## src/rtl/pulse_shaper.sv

```systemverilog
// Turns single-cycle request strobes into registered pulses with a guaranteed
// minimum active width and inactive gap; overlapping requests are queued.
module pulse_shaper #(
   parameter int   C_PULSE_WIDTH     = 16,
   parameter int   C_GAP_WIDTH       = 16,
   parameter logic C_OUTPUT_POLARITY = 1'b0,
   parameter int   C_PENDING_BITS    = 4
) (
   input  logic                      sys_clk,
   input  logic                      sys_rst,
   input  logic                      trig_in,
   input  logic                      ovf_clr,
   output logic                      signal_out,
   output logic                      busy,
   output logic [C_PENDING_BITS-1:0] pending,
   output logic                      ovf
);

   localparam int C_TMAX = (C_PULSE_WIDTH > C_GAP_WIDTH) ? C_PULSE_WIDTH : C_GAP_WIDTH;
   localparam int TW     = $clog2(C_TMAX + 1);

   localparam logic [1:0] S_IDLE   = 2'd0;
   localparam logic [1:0] S_ACTIVE = 2'd1;
   localparam logic [1:0] S_GAP    = 2'd2;

   localparam logic [TW-1:0]             PW_LOAD  = TW'(C_PULSE_WIDTH - 1);
   localparam logic [TW-1:0]             GAP_LOAD = TW'(C_GAP_WIDTH - 1);
   localparam logic [C_PENDING_BITS-1:0] PEND_MAX = '1;

   logic [1:0]    state;
   logic [TW-1:0] timer;
   logic          timer_zero;
   logic          gap_end;
   logic          enq;
   logic          deq;
   logic          drop;

   assign timer_zero = (timer == '0);
   assign gap_end    = (state == S_GAP) && timer_zero;
   // A strobe on the final gap cycle restarts the pulse directly; with a
   // non-empty queue it stands in for the dequeued request (net unchanged).
   assign enq  = trig_in && ((state == S_ACTIVE) || ((state == S_GAP) && !timer_zero));
   assign deq  = gap_end && (pending != '0) && !trig_in;
   assign drop = enq && (pending == PEND_MAX);
   assign busy = (state != S_IDLE) || (pending != '0);

   always_ff @(posedge sys_clk or posedge sys_rst) begin
      if (sys_rst) begin
         state      <= S_IDLE;
         timer      <= '0;
         signal_out <= ~C_OUTPUT_POLARITY;
      end else begin
         case (state)
            S_IDLE: begin
               if (trig_in) begin
                  state      <= S_ACTIVE;
                  timer      <= PW_LOAD;
                  signal_out <= C_OUTPUT_POLARITY;
               end
            end
            S_ACTIVE: begin
               if (timer_zero) begin
                  state      <= S_GAP;
                  timer      <= GAP_LOAD;
                  signal_out <= ~C_OUTPUT_POLARITY;
               end else begin
                  timer <= timer - 1'b1;
               end
            end
            S_GAP: begin
               if (!timer_zero) begin
                  timer <= timer - 1'b1;
               end else if ((pending != '0) || trig_in) begin
                  state      <= S_ACTIVE;
                  timer      <= PW_LOAD;
                  signal_out <= C_OUTPUT_POLARITY;
               end else begin
                  state <= S_IDLE;
               end
            end
            default: begin
               state      <= S_IDLE;
               timer      <= '0;
               signal_out <= ~C_OUTPUT_POLARITY;
            end
         endcase
      end
   end

   always_ff @(posedge sys_clk or posedge sys_rst) begin
      if (sys_rst) begin
         pending <= '0;
         ovf     <= 1'b0;
      end else begin
         if (enq && !drop)
            pending <= pending + 1'b1;
         else if (deq)
            pending <= pending - 1'b1;
         if (drop)
            ovf <= 1'b1;
         else if (ovf_clr)
            ovf <= 1'b0;
      end
   end

endmodule

```

## config.mk

```make
export PLATFORM = sky130hd
export DESIGN_NAME = pulse_shaper
export DESIGN_NICKNAME = d
export VERILOG_FILES = /design/src/rtl/pulse_shaper.sv
export SDC_FILE = /design/constraint.sdc
export NUM_CORES = 1
export LEC_CHECK = 0
export ABC_AREA = 1
export BUFFER_PORTS_ARGS = -buffer_cell sky130_fd_sc_hd__buf_2
export CELL_PAD_IN_SITES_DETAIL_PLACEMENT = 0
export CELL_PAD_IN_SITES_GLOBAL_PLACEMENT = 1
export CORE_ASPECT_RATIO = 0.9
export CORE_MARGIN = 4
export CORE_UTILIZATION = 40
export DETAILED_ROUTE_END_ITERATION = 12
export PLACE_DENSITY = 0.79
export SYNTH_ARGS = -nofsm -noshare
export SYNTH_HDL_FRONTEND = slang
export SYNTH_SLANG_ARGS = --single-unit
export TNS_END_PERCENT = 1
```

## constraint.sdc

```tcl
create_clock -name sys_clk -period 5.6 [get_ports sys_clk]
set_input_delay 0.28 -clock sys_clk [delete_from_list [all_inputs] [get_ports sys_clk]]
set_output_delay 0.28 -clock sys_clk [all_outputs]
set_load 0.03 [all_outputs]
```

# After elaboration in Yosys (flattened, before gate mapping)
# Cells that the tools add are included.
# word_totals
ff_bits,13
out_inout_bits,7
word_cells,57
# op_classes
n_addsub,3
n_eq_ne,8
n_mux,19
reduce_logical,22
# ops
op,count
$mux W5,4
$pmux W5 S3,1
$mux W4,2
$logic_and A1 B1 Y1,7
$mux W1,7
$mux W2,3
$ne A2 B2 Y1 const B,3
$pmux W2 S3,1
$reduce_bool A2 Y1,3
$logic_not A5 Y1,1
$sub A5 B1 Y5 const B,1
$add A4 B1 Y4 const B,1
$eq A4 B4 Y1 const B,1
$reduce_and A4 Y1,1
$reduce_bool A4 Y1,1
$sub A4 B1 Y4 const B,1
$logic_not A1 Y1,3
$logic_or A1 B1 Y1,3
$ne A3 B2 Y1 const B,1
$pmux W1 S3,1
$reduce_and A3 Y1,1
$eq A2 B1 Y1 const B,1
$eq A2 B2 Y1 const B,1
$logic_not A2 Y1,1
2 further kinds,2

# Depth between registers and ports, before layout
# logic_depth
ltp_word,9
mapped_depth,14
mapped_depth_nobuf,14

# Least setup slack after synthesis
# Ideal clock, no wire load.
# synth_path
kind,register to register
start,register state[0]
end,register pending[3]
arrival_ns,1.851
t_required_ns,5.482
setup_slack_ns,3.631
stages_incl_launch_ff,14
n_path_buf,0
path_cell_list,dfrtp_1 -> inv_1 -> ha_1 -> inv_2 -> a21oi_2 -> nand3_2 -> ha_1 -> nand3_1 -> nand3_1 -> inv_1 -> nand2_1 -> nand2_1 -> nand2_1 -> nand2_1
# synth_via
elab_chain_cells,8
word_cells_on_any_way,13
cone_classes,eq/ne (2); mux (1); reduce/logical (10)
# synth_rtl
element,line,rtl
start: declaration,30,logic [1:0] state;
start signal: assignment,49,state <= S_IDLE;
start signal: assignment,56,state <= S_ACTIVE;
start signal: assignment,63,state <= S_GAP;
$eq A2 B2 Y1,"39, 42",
$logic_and A1 B1 Y1,42,assign enq = trig_in && ((state == S_ACTIVE) || ((state == S_GAP) && !timer_zero));
$logic_or A1 B1 Y1,42,
$logic_and A1 B1 Y1,42,
$logic_and A1 B1 Y1,44,assign drop = enq && (pending == PEND_MAX);
$logic_not A1 Y1,95,if (enq && !drop)
$logic_and A1 B1 Y1,95,
$mux W4 / $reduce_bool A2 Y1 (equally long branches),--,
end signal: assignment,96,pending <= pending + 1'b1;
end signal: assignment,98,pending <= pending - 1'b1;
end: declaration,15,"output logic [C_PENDING_BITS-1:0] pending,"
# Parallel ways exist; a longest one is shown, timed or not.
# A chain may end at the register's enable or synchronous reset.

# Worst setup path in the final report
# Ends and elaborated chain as after synthesis.

==> flow_summary.json <==
{
  "dp.cells": 170,
  "firstDrtPassIters": 4,
  "syn_nets": 147,
  "cts_buffers": 3,
  "finalSetupViolCount": 0,
  "synth_ff_type": "dfrtp_1",
  "routedWlPerCell_um": 11.9,
  "final_hold_viol_count": 0,
  "drive_above_1_share_pct": 22.4,
  "crit_type": "reg2reg",
  "power.total_uw": 699,
  "synth_top_area_share_pct": 30.2,
  "ys_seq_area_share_pct": 32.8,
  "utilization_pct": 48.8,
  "yosysTopAreaCell": "dfrtp_1",
  "antenna_found_initial": 0,
  "hpwlAfterDp_um": 1630,
  "place_area_um2": 1080,
  "die_h_um": 55.3,
  "max_freq_mhz": 464,
  "track_usage_pct": 14.7,
  "drtAntennaViolNets": 0,
  "routed_via_density": 4.82,
  "nNetsFinal": 162,
  "slowest_delay_ns": 0.42,
  "antenna_cells": 0,
  "cts_resized": 0,
  "overflow": 0,
  "drv_cap": 0,
  "leakage_nw": 0.579,
  "syn_inst": 133,
  "postCtsSetupBuffers": 0,
  "hold_slack_ns": 0.0210,
  "ios": 11,
  "drv_slew": 0,
  "slowest_stage": "dfrtp_1",
  "clock_path_buffers": 2,
  "finClkSkew_ns": 0.00124,
  "die-area_um2": 3350,
  "fin_crit_sh_pct": 38.5,
  "slew_headroom_pct": 64.0,
  "timing.setup.tns_ns": 0,
  "synth_cell_types": 23,
  "design_area_um2": 1100,
  "crit_chain": "inv_1 > ha_1 > inv_2 > a21oi_2 > nand3_2 > ha_1 > nand3_1 > nand3_1 > inv_1 > nand2_1 > nand2_1 > nand2_1 > nand2_1",
  "end_kind": "register",
  "start_kind": "register",
  "final_common_cell": "nand2_1",
  "core-area_um2": 2260,
  "rsz0062_at_grt": "no",
  "synth-seq-cells": 13,
  "grt_first_pass_wirelength_um": 3770,
  "pwr_density_cell_nw_per_um2": 632,
  "cts.hold.buffers_added": 0,
  "pre_cts_ws_ns": 3.45,
  "wl_um": 2080,
  "io_buffers": 10,
  "cp.arrival_ns": 2.34,
  "path_max_fanout": 7,
  "grt_pass1_vias": 824,
  "drt_iter0_drc": 28,
  "yosys-top-cells-area": "dfrtp_1 30%, nand2_1 15%, ha_1 11%",
  "clock_sinks": 13,
  "fill_cells": 244,
  "die_x_um": 60.6,
  "yosys_warnings": 0,
  "grt_start_max_net_pins": 14,
  "cpMostUsedCell": "nand2_1",
  "path_delay_family": "adder cells",
  "htree_levels": 1,
  "drc": 0,
  "clk_latency_ns": 0.28,
  "area_growth_pct": 11.1,
  "fin_crit_ns": 2.15,
  "globalplace.congestion": 0.804,
  "crit_required_ns": 5.78,
  "status": "completed",
  "synth_edf_count": 0,
  "vias": 838,
  "crit_buf_inv": 3,
  "worst_slack_ns": 3.45,
  "avgSynthCellArea_um2": 7.48,
  "floorplan.initialDensity_pct": 44.0,
  "min_path_type": "in2async",
  "root_buffer": "clkbuf_4",
  "vdd_drop_max_mv": 0.301,
  "final_cell_mix": "39 x nand2_1, 18 x inv_1, 16 x nand3_1",
  "synthArstFlopShare_pct": 100,
  "cts_tree": "done",
  "rows": 16,
  "worstMarginPinSlew_ns": 0.539,
  "syn_area_um2": 995,
  "path_clk_slew_ns": 0.08,
  "final_cells": 174
}
==> synthesized netlist by cell type (2+ instances only) <==
cell,n
nand2_1,39
inv_1,18
nand3_1,16
dfrtp_1,12
ha_1,9
nor2_2,5
o21ai_1,5
nor2_1,4
inv_2,3
nand3_2,3
nor2_4,3
o21ai_0,3
nand2_2,2
nand4_1,2
==> metal layers <==
layer | GRT usage, % | wire length (um)
met1 | 21.4 | 1060
met2 | 20.6 | 888
met3 | 4.20 | 93
met4 | 4.64 | 35
met5 | 0 | 0
==> final timing paths <==
check,from,endpoint,slack (ns),depth (start not counted)
max in group asynchronous,sys_rst,signal_out,5.21,2
worst max register to register,state[0],pending[3],3.45,13
worst max-delay path,state[0],pending[3],3.45,13
worst min-delay path,sys_rst,timer[2],0.02,2
min in group sys_clk,ovf_clr,ovf,0.17,2
worst min register to register,signal_out,signal_out,0.50,2
==> flip-flops by register name, indices dropped and copies added, names as in the netlist <==
register / flops
signal_out: 1
ovf: 1
pending: 4
timer: 5
state: 2
==> cell type report <==
class	count	area, um^2	area share [%]
well taps	27	33.8	3.06
flip-flops and latches	13	327	29.6
clock buffers	4	26.3	2.38
inverters	22	83.8	7.59
repair buffers	10	50.0	4.53
multi-input cells	98	584	52.9
==> kinds of logic (layout without fill, tap and decap cells) <==
logic type,Yosys count,count (layout),synth area share (%)
flops,13,13,32.8
compound gates,12,12,7.29
fa+ha+maj,10,10,13.3
simple gates,74,74,36.4
buf+inv,22,36,8.43
xor+xnor,2,2,1.76
==> where the power goes <==
group          switching [mW]  total, mW  internal [mW]
logic                   0.282      0.441          0.159
clock network          0.0337     0.0614         0.0277
registers              0.0552      0.197          0.141
Power figures use the tool's default switching activity.
